**src/rtl/usb_rx_pkg.sv**
```systemverilog
// Shared types and constants for the USB receive byte path.
// Line states are encoded as {D+, D-}.
package usb_rx_pkg;

    typedef enum logic [2:0] {IDLE, HUNT, DATA, EOPW, ERR, DONE} rx_asm_state_t;

    localparam logic [7:0] SYNC_PATTERN_DEFAULT = 8'h80;
    localparam int         STUFF_RUN_DEFAULT    = 6;

    localparam logic [1:0] SE0 = 2'b00;
    localparam logic [1:0] J   = 2'b10;
    localparam logic [1:0] K   = 2'b01;

endpackage

```
**src/rtl/usb_rx_bit_unstuffer.sv**
```systemverilog
// NRZI decoder and bit unstuffer: tracks the previous D+ level and the run of decoded 1s.
// Optional macro USB_RX_STUFF_ERR_EN flags a decoded 1 in the stuffed-bit slot.
module usb_rx_bit_unstuffer
    import usb_rx_pkg::*;
#(
    parameter int STUFF_RUN = STUFF_RUN_DEFAULT
) (
    input  logic clk,
    input  logic n_rst,
    input  logic d_plus_sync,
    input  logic d_minus_sync,
    input  logic shift_enable,
    input  logic stuff_en,
    input  logic force_j,
    output logic bit_valid,
    output logic bit_val,
    output logic stuff_violation,
    output logic se0
);

    localparam int OW = $clog2(STUFF_RUN + 1);

    logic          r_prev_dplus;
    logic [OW-1:0] r_ones_cnt;
    logic          w_sample;
    logic          w_stuff_slot;

    assign se0          = ({d_plus_sync, d_minus_sync} == SE0);
    assign bit_val      = (d_plus_sync == r_prev_dplus);
    assign w_sample     = shift_enable && !se0;
    assign w_stuff_slot = stuff_en && (r_ones_cnt == OW'(STUFF_RUN));
    // force_j marks the EOP J sample, which is never data
    assign bit_valid    = w_sample && !force_j && !w_stuff_slot;

`ifdef USB_RX_STUFF_ERR_EN
    assign stuff_violation = w_sample && w_stuff_slot && bit_val;
`else
    assign stuff_violation = 1'b0;
`endif

    always_ff @(posedge clk or negedge n_rst) begin
        if (!n_rst) begin
            r_prev_dplus <= J[1];
            r_ones_cnt   <= '0;
        end else begin
            if (w_sample)
                r_prev_dplus <= force_j ? J[1] : d_plus_sync;
            // The run only matters inside a packet's data field
            if (!stuff_en)
                r_ones_cnt <= '0;
            else if (w_sample) begin
                if (w_stuff_slot || !bit_val)
                    r_ones_cnt <= '0;
                else
                    r_ones_cnt <= r_ones_cnt + 1'b1;
            end
        end
    end

endmodule

```
**src/rtl/usb_rx_byte_assembler.sv**
```systemverilog
// USB RX byte assembler: SYNC hunt, LSB-first byte assembly and packet framing.
// Optional macro USB_RX_STUFF_ERR_EN enables stuff-violation errors in the unstuffer.
module usb_rx_byte_assembler
    import usb_rx_pkg::*;
#(
    parameter logic [7:0] SYNC_PATTERN = SYNC_PATTERN_DEFAULT,
    parameter int         MAX_BYTES    = 64,
    parameter int         STUFF_RUN    = STUFF_RUN_DEFAULT
) (
    input  logic                           clk,
    input  logic                           n_rst,
    input  logic                           d_plus_sync,
    input  logic                           d_minus_sync,
    input  logic                           shift_enable,
    input  logic                           eop,
    output logic [7:0]                     rx_data,
    output logic                           byte_valid,
    output logic                           rx_active,
    output logic                           packet_done,
    output logic                           rx_error,
    output logic [$clog2(MAX_BYTES+1)-1:0] byte_count
);

    localparam int CW = $clog2(MAX_BYTES + 1);

    rx_asm_state_t r_state;
    rx_asm_state_t w_state_next;

    logic [7:0]    r_shift;
    logic [2:0]    r_bit_cnt;
    logic          r_eopw_seen;
    logic [7:0]    r_rx_data;
    logic          r_byte_valid;
    logic          r_rx_active;
    logic          r_rx_error;
    logic [CW-1:0] r_byte_count;

    logic       w_se;
    logic       w_se0;
    logic       w_bit_valid;
    logic       w_bit_val;
    logic       w_stuff_viol;
    logic [7:0] w_shift_next;
    logic       w_full;
    logic       w_start_pkt;
    logic       w_sync_hit;
    logic       w_load_byte;
    logic       w_set_err;

    // eop wins over a coincident bit strobe
    assign w_se = shift_enable && !eop;

    usb_rx_bit_unstuffer #(
        .STUFF_RUN(STUFF_RUN)
    ) u_unstuffer (
        .clk             (clk),
        .n_rst           (n_rst),
        .d_plus_sync     (d_plus_sync),
        .d_minus_sync    (d_minus_sync),
        .shift_enable    (w_se),
        .stuff_en        (r_state == DATA),
        .force_j         ((r_state == EOPW) && !r_eopw_seen),
        .bit_valid       (w_bit_valid),
        .bit_val         (w_bit_val),
        .stuff_violation (w_stuff_viol),
        .se0             (w_se0)
    );

    assign w_shift_next = {w_bit_val, r_shift[7:1]};
    assign w_full       = (r_byte_count == CW'(MAX_BYTES));

    always_ff @(posedge clk or negedge n_rst) begin
        if (!n_rst)
            r_state <= IDLE;
        else
            r_state <= w_state_next;
    end

    always_comb begin
        w_state_next = r_state;
        w_start_pkt  = 1'b0;
        w_sync_hit   = 1'b0;
        w_load_byte  = 1'b0;
        w_set_err    = 1'b0;
        case (r_state)
            IDLE: begin
                if (w_se && ({d_plus_sync, d_minus_sync} == K)) begin
                    w_state_next = HUNT;
                    w_start_pkt  = 1'b1;
                end
            end
            HUNT: begin
                if (w_se && w_se0) begin
                    w_state_next = EOPW;
                    w_set_err    = 1'b1;
                end else if (w_bit_valid && (w_shift_next == SYNC_PATTERN)) begin
                    w_state_next = DATA;
                    w_sync_hit   = 1'b1;
                end
            end
            DATA: begin
                if (w_se && w_se0) begin
                    w_state_next = EOPW;
                    w_set_err    = (r_bit_cnt != 3'd0);
                end else if (w_stuff_viol) begin
                    w_state_next = ERR;
                    w_set_err    = 1'b1;
                end else if (w_bit_valid && (r_bit_cnt == 3'd7)) begin
                    if (w_full) begin
                        w_state_next = ERR;
                        w_set_err    = 1'b1;
                    end else begin
                        w_load_byte = 1'b1;
                    end
                end
            end
            EOPW: begin
                if (eop)
                    w_state_next = DONE;
                else if (w_se && !w_se0 && r_eopw_seen) begin
                    w_state_next = ERR;
                    w_set_err    = 1'b1;
                end
            end
            ERR: begin
                if (eop)
                    w_state_next = DONE;
            end
            DONE:    w_state_next = IDLE;
            default: w_state_next = IDLE;
        endcase
    end

    always_ff @(posedge clk or negedge n_rst) begin
        if (!n_rst) begin
            r_shift      <= 8'h00;
            r_bit_cnt    <= 3'd0;
            r_eopw_seen  <= 1'b0;
            r_rx_data    <= 8'h00;
            r_byte_valid <= 1'b0;
            r_rx_active  <= 1'b0;
            r_rx_error   <= 1'b0;
            r_byte_count <= '0;
        end else begin
            r_byte_valid <= w_load_byte;

            // The opening K lands as a 0 in an otherwise empty window
            if (w_start_pkt)
                r_shift <= 8'h00;
            else if (((r_state == HUNT) || (r_state == DATA)) && w_bit_valid)
                r_shift <= w_shift_next;

            if (w_sync_hit)
                r_bit_cnt <= 3'd0;
            else if ((r_state == DATA) && w_bit_valid)
                r_bit_cnt <= r_bit_cnt + 3'd1;

            if (w_load_byte)
                r_rx_data <= w_shift_next;

            if (w_start_pkt)
                r_byte_count <= '0;
            else if (w_load_byte)
                r_byte_count <= r_byte_count + 1'b1;

            if (w_start_pkt)
                r_rx_error <= 1'b0;
            else if (w_set_err)
                r_rx_error <= 1'b1;

            // rx_active stays up through the packet_done cycle
            if (w_sync_hit)
                r_rx_active <= 1'b1;
            else if (r_state == DONE)
                r_rx_active <= 1'b0;

            if (r_state != EOPW)
                r_eopw_seen <= 1'b0;
            else if (w_se && !w_se0)
                r_eopw_seen <= 1'b1;
        end
    end

    assign rx_data     = r_rx_data;
    assign byte_valid  = r_byte_valid;
    assign rx_active   = r_rx_active;
    assign packet_done = (r_state == DONE);
    assign rx_error    = r_rx_error;
    assign byte_count  = r_byte_count;

endmodule
```
**config.mk**
```make
export PLATFORM = sky130hd
export DESIGN_NAME = usb_rx_byte_assembler
export DESIGN_NICKNAME = d
export VERILOG_FILES = /design/src/rtl/usb_rx_pkg.sv /design/src/rtl/usb_rx_bit_unstuffer.sv /design/src/rtl/usb_rx_byte_assembler.sv
export SDC_FILE = /design/constraint.sdc
export NUM_CORES = 1
export LEC_CHECK = 0
export BUFFER_PORTS_ARGS = -buffer_cell sky130_fd_sc_hd__buf_4
export CAP_MARGIN = 20
export CORE_MARGIN = 2
export CORE_UTILIZATION = 55
export DETAILED_ROUTE_END_ITERATION = 8
export HOLD_SLACK_MARGIN = 0.06
export PLACE_DENSITY_LB_ADDON = 0.1
export SLEW_MARGIN = 40
export SYNTH_ARGS = -nofsm -noshare
export SYNTH_HDL_FRONTEND = slang
export SYNTH_SLANG_ARGS = --single-unit
```
**constraint.sdc**
```tcl
create_clock -name clk -period 3.6 [get_ports clk]
set_input_delay 0.54 -clock clk [delete_from_list [all_inputs] [get_ports clk]]
set_output_delay 0.54 -clock clk [all_outputs]
set_load 0.05 [all_outputs]
```
==> qor.txt, run 1 <==
Status: finished clean
Synth area leader: dfrtp_1
Yosys cell types: 46
WS Path Type: flip-flop to flip-flop
Cell Rows: 21
Fin. Hold Viols: 0
TritonCTS buffer count: 5
Initial antenna violation count: 0
I/O Buffers: 24
Mapped Cells: 190
IO Count: 25
Antenna-violating nets left: 0
Peak Freq: 411 MHz
HPWL Detailed: 2.71 mm
FF+latch count, synth: 36
Clock transition at the registers of the reported paths: 0.11 ns
Reg power frac: 48.1%
Slew Limit Fails: 0
Die area: 0.00397 mm²
VDD IR max: 418 µV
Largest net degree at the start of global routing: 37
CTS tree: yes
Mapped Nets: 203
Post-CTS setup buffer count: 0
Worst-path maximum fanout: 21
Vias per cell: 5.64
CTS Buffer Depth: 2
Final setup violating endpoints: 0
Net Sw Frac: 37.2%
Hold/Removal Path Class: input port to async pin
Tot Pwr: 1.19 mW
Finished Layout Cells: 260
Synthesized area per cell: 10.1 µm²
Clock power share: 20.4%
CP endpoint kind: flip-flop
Leakage power: 1.09 nW
EDFF count, synth: 0
Share of cells above drive strength 1: 18.2%
Switching pwr: 0.442 mW
Slew margin rel.: 56.0%
Total track usage: 21.6%
Max cap viols: 0
Design area: 0.00220 mm²
Synth Flop Type: dfrtp_1
DP Worst Slack: 1.20 ns
Vias in the first global route: 1502
Ranking of synthesized cells by area: dfrtp_1, mux2_1, ha_1, nor2_1, a21oi_1
Clock Latency Late Sink: 0.34 ns
WL per Instance: 14.5 µm
H-tree depth reported by CTS: 2
Setup Skew: 0.0121 ns
Starting Density: 57.4%
Hold buffers post-CTS: 0
Sequential area share after synthesis: 47.1%
ANT cells: 0
Global-route wire length before repair: 6.64 mm
Hold WS: 0.119 ns
Drt total wl: 3.77 mm
Worst endpoint required time: 3.87 ns
Worst-margin pin slew: 0.651 ns
Clock net sink count: 36
Placer Congestion: 0.852
Logic gate share of total power: 31.5%
RSZ-0062 raised after global routing: no
Post-CTS Resized: 0
Startpoint Class: flip-flop
Drt first pass iters: 4
Yosys warning count: 0
Layout net count: 227
Top cell type's share of synthesized area: 45.7%
Area grow syn2layout: 14.6%
Via count: 1466
Final worst slack: 1.17 ns
Setup_tns: 0 ns
Share of flip-flops with an asynchronous set or reset: 100%
Die width: 63.0 µm
Tmin final: 2.43 ns
Remaining Overflow, GRT: 0
Placed standard-cell area: 0.00213 mm²
Cell Area, Synth: 0.00192 mm²
R2R setup slack: 1.17 ns
Clock root buffer: clkbuf_4
Die height: 63.0 µm
Core area: 0.00334 mm²
Final Util: 65.8%
Initial DRC Count: 75
Post-route DRC violation count: 0
Crit path DAT: 2.70 ns
Inst Count DP: 253
Pwr dens: 541 mW/mm²
Final period util: 67.5%
Cell internal pwr: 0.747 mW
==> layer usage <==
layer  GRT usage, %  up-vias  part of all wire [%]
met5              0        -                     0
met3           4.86        7                   2.8
met2           37.2       17                    51
li1               -      721                     -
met1           26.8      721                    45
met4           6.94        0                   1.5
==> synth_stat cells, types with 3 or more instances <==
library cell  instances
a21oi_1              16
buf_2                 3
clkbuf_1              5
dfrtp_1              35
ha_1                  7
inv_1                 9
mux2_1                8
mux2i_1               8
nand2_1              12
nand2b_1              3
nand3_1               4
nand4b_1              3
nor2_1               22
nor2b_1               3
nor3_1                4
o21ai_0               4
or3_1                 5
or4_1                 3
xnor2_1               3
==> cells in the final DEF, fill, tap and decap left out, drive strengths merged, types with 2 or more instances in the layout <==
cell / count
o31ai: 2
or4: 3
nand2: 12
inv: 9
nor4: 2
xnor2: 3
nor4b: 3
nand3: 4
nor2: 22
nor2b: 3
dfrtp: 35
a31oi: 2
nand2b: 4
buf: 26
a21oi: 16
or3b: 2
nor3: 4
mux2i: 8
mux2: 8
ha: 7
clkbuf: 7
nand4b: 3
o21ai: 6
or3: 5
==> cells by family (layout without fill, tap and decap cells) <==
group | count (synthesis) | count (layout) | synth area share [%]
fa+ha+maj | 7 | 7 | 4.57
mux | 16 | 16 | 8.88
simple gates | 76 | 76 | 23.4
xor+xnor | 3 | 3 | 1.37
flops | 36 | 36 | 47.1
compound gates | 34 | 34 | 10.6
buf+inv | 18 | 42 | 4.11
==> cell type report <==
cell class,instances,area (µm²)
well taps,46,57.6
clock buffers,7,65.1
inverters,9,33.8
fillers,300,1140
repair buffers,26,195
multi-input cells,136,942
flip-flops and latches,36,902
==> final timing paths <==
check	startpoint	end	cells after the start
min in group clk	rx_active$_DFFE_PN0P_	rx_active$_DFFE_PN0P_	1
worst min-delay path	n_rst	u_unstuffer.r_ones_cnt[2]$_DFFE_PN0P_	1
max in group asynchronous	n_rst	u_unstuffer.r_prev_dplus$_DFFE_PN1P_	1
worst max register to register	r_state[1]$_DFFE_PN0P_	byte_count[5]$_DFFE_PN0P_	6
worst min register to register	rx_active$_DFFE_PN0P_	rx_active$_DFFE_PN0P_	1
worst max-delay path	r_state[1]$_DFFE_PN0P_	byte_count[5]$_DFFE_PN0P_	6
==> power groups by stage <==
stage / clock network (mW) / registers [mW] / logic, mW
floorplan: 0 / 0.596 / 0.246
global placement: 0 / 0.572 / 0.363
detailed placement: 0 / 0.579 / 0.378
CTS: 0.251 / 0.571 / 0.378
global route: 0.270 / 0.587 / 0.414
finish: 0.243 / 0.571 / 0.374
==> critical path, cell delays in order (launching register included) <==
cell and delay (ns):
dfrtp_1 0.54, nor4bb_2 0.27, nor4b_4 0.48, nand4b_1 0.15
buf_4 0.23, or4_1 0.52, a21oi_1 0.15
==> state kept, by name, summed over array words and instances (netlist names) <==
| name | flops |
|---|---|
| byte_valid | 1 |
| r_state | 3 |
| u_unstuffer.r_prev_dplus | 1 |
| u_unstuffer.r_ones_cnt | 3 |
| byte_count | 7 |
| rx_active | 1 |
| r_bit_cnt | 3 |
| rx_error | 1 |
| r_eopw_seen | 1 |
| r_shift | 7 |
| rx_data | 8 |
No activity file was read; power rests on OpenSTA's default activity.
==> inputs of run 2 (changes only) <==
- ABC_AREA: unset -> 1
- clock period: 3.6 -> 2.53 ns (I/O delays scaled with it)
==> qor.txt, run 2 <==
Status: finished clean
Drt total wl: 4.06 mm
Slew Limit Fails: 0
Met2 Use GR: 35.7%
Setup_tns: 0 ns
Largest stage delay, worst path: 0.49 ns
Adder-Cell Fraction of Synth Area: 4.31%
Commonest non-fill, non-tap cell in the layout: nand2_1
Total track usage: 21.8%
HPWL Detailed: 2.95 mm
H-tree depth reported by CTS: 2
Startpoint Class: flip-flop
Post-CTS Resized: 0
Global-route wire length before repair: 7.11 mm
Storage cell area: 902 µm²
VDD IR max: 536 µV
Fin. Hold Viols: 0
Setup Skew: 0.00655 ns
Multiplexer share of the synthesized area: 0%
Busiest grt layer: met2
Largest net degree at the start of global routing: 37
Final Util: 65.8%
Net Sw Frac: 43.5%
Share of cells above drive strength 1: 21.2%
Post-synth top cells: nand2_1, dfrtp_1, inv_1
Reg power frac: 36.4%
Switching pwr: 1.03 mW
I/O Buffers: 24
Area grow syn2layout: 16.7%
Cell Area, Synth: 0.00203 mm²
Yosys cell types: 32
Largest family of logic cells by synthesized area: simple AND/OR/NAND/NOR gates
Post-synthesis xor/xnor area fraction: 1.72%
Core area: 0.00361 mm²
Hold/Removal Path Class: input port to flip-flop
Top cell type's share of synthesized area: 43.1%
WL per Instance: 12.3 µm
Logic gate share of total power: 42.3%
IO Count: 25
Peak Freq: 579 MHz
Fill cells: 336
Synth Flop Type: dfrtp_1
Finished Layout Cells: 331
Crit path DAT: 1.90 ns
Max cap viols: 0
Yosys warning count: 0
Pwr dens: 996 mW/mm²
GR Util met1: 28.9%
Synth area leader: dfrtp_1
Final setup violating endpoints: 0
Cells along the critical path: nor2_1, inv_2, nor3_2, inv_1, nand2_1, o21ai_0
Share of flip-flops with an asynchronous set or reset: 100%
WS Path Type: flip-flop to flip-flop
ANT cells: 0
CTS tree: yes
Clock transition at the registers of the reported paths: 0.07 ns
Inst Count DP: 322
Antenna-violating nets left: 0
Die area: 0.00420 mm²
Layout net count: 295
Simple-gate share of the synthesized area: 31.3%
Mapped Cells: 253
Sequential area share after synthesis: 44.4%
Multi-input combinational cell area: 965 µm²
Clock power share: 21.3%
Die height: 64.8 µm
CP endpoint kind: flip-flop
Clock net sink count: 36
Placer Congestion: 0.885
Vias in the first global route: 1687
EDFF count, synth: 0
Clock Latency Late Sink: 0.29 ns
Remaining Overflow, GRT: 0
Worst-margin pin slew: 0.452 ns
Cell Rows: 22
Leakage power: 1.27 nW
Die width: 64.8 µm
FF+latch count, synth: 36
Mapped Nets: 266
Compound-cell area share of the yosys netlist: 10.2%
Clock root buffer: clkbuf_8
Initial antenna violation count: 0
Cell internal pwr: 1.34 mW
Hold WS: 0.364 ns
Tmin final: 1.73 ns
Drt first pass iters: 4
TritonCTS buffer count: 5
Slew margin rel.: 69.9%
Vias per cell: 5.12
Final period util: 68.3%
Initial DRC Count: 90
Via count: 1695
Synthesized area per cell: 8.04 µm²
Most frequent cells in the layout: nand2_1, dfrtp_1, inv_1, nor2_1, buf_4
GR met3 Demand/Resource: 3.65%
Max reg flops: 8
Most frequent cell after synthesis: nand2_1
Starting Density: 56.4%
Crit-path slowest cell: dfrtp_1
Post-route DRC violation count: 0
Worst endpoint required time: 2.70 ns
CTS Buffer Depth: 2
RSZ-0062 raised after global routing: no
Ranking of synthesized cells by area: dfrtp_1, nand2_1, inv_1, nand3_1, nor2_1
Worst-path maximum fanout: 15
run 2: final cells by class:
type | count | area share, %
Tap cell | 48 | 2.53
Sequential cell | 36 | 38.0
Clock inverter | 3 | 1.79
Timing Repair Buffer | 25 | 8.01
Multi-Input combinational cell | 176 | 40.6
Inverter | 38 | 6.11
Clock buffer | 5 | 2.90
run 2: final timing paths:
kind,depth (start not counted),end,slack [ns],startpoint
worst min-delay path,3,u_unstuffer.r_prev_dplus$_DFFE_PN1P_,0.36,d_plus_sync
worst min register to register,2,rx_data[7]$_DFFE_PN0P_,0.49,rx_data[7]$_DFFE_PN0P_
worst max register to register,6,r_shift[5]$_DFFE_PN0P_,0.80,r_state[0]$_DFFE_PN0P_
worst max-delay path,6,r_shift[5]$_DFFE_PN0P_,0.80,r_state[0]$_DFFE_PN0P_
max in group asynchronous,2,u_unstuffer.r_prev_dplus$_DFFE_PN1P_,1.61,n_rst
min in group asynchronous,2,rx_data[3]$_DFFE_PN0P_,0.57,n_rst
run 2: stage by stage:
step	instance area (µm²)	power (mW)	worst slack, ns
after floorplan	2030	1.61	0.577
after detailed placement	2250	1.87	0.767
after CTS	2370	2.39	0.812
after global placement	2250	1.85	0.746
after global routing	2370	2.54	0.594
final	2370	2.36	0.802
run 2: logic make-up after synthesis:
group	Yosys count
fa+ha+maj	7
xor+xnor	4
buf+inv	41
simple gates	133
flops	36
compound gates	32
run 2: metal layers:
| metal | share of wire [%] | wire length (µm) | vias up |
|---|---|---|---|
| met1 | 49 | 2000 | 792 |
| met5 | 0 | 0 | - |
| met3 | 3.0 | 122 | 7 |
| met2 | 46 | 1880 | 24 |
| li1 | - | - | 872 |
| met4 | 1.4 | 57 | 0 |
run 2: repair_timing:
item	4_1_cts	5_1_grt
setup buffers	0	0
hold buffers	1	0
hold endpoints to repair	35	0
run 2: critical path, delay by kind of cell (launching register included):
kind            cells  cell delay [ns]
compound gates      1             0.11
buf+inv             2             0.33
simple gates        3             0.67
flops               1             0.49
run 2: power groups by stage:
stage | clock network, mW | registers, mW | logic (mW)
final | 0.504 | 0.861 | 1.00
after global routing | 0.543 | 0.884 | 1.11
after CTS | 0.525 | 0.860 | 1.01
after detailed placement | 0 | 0.869 | 0.998
after global placement | 0 | 0.866 | 0.987
after floorplan | 0 | 1.06 | 0.547
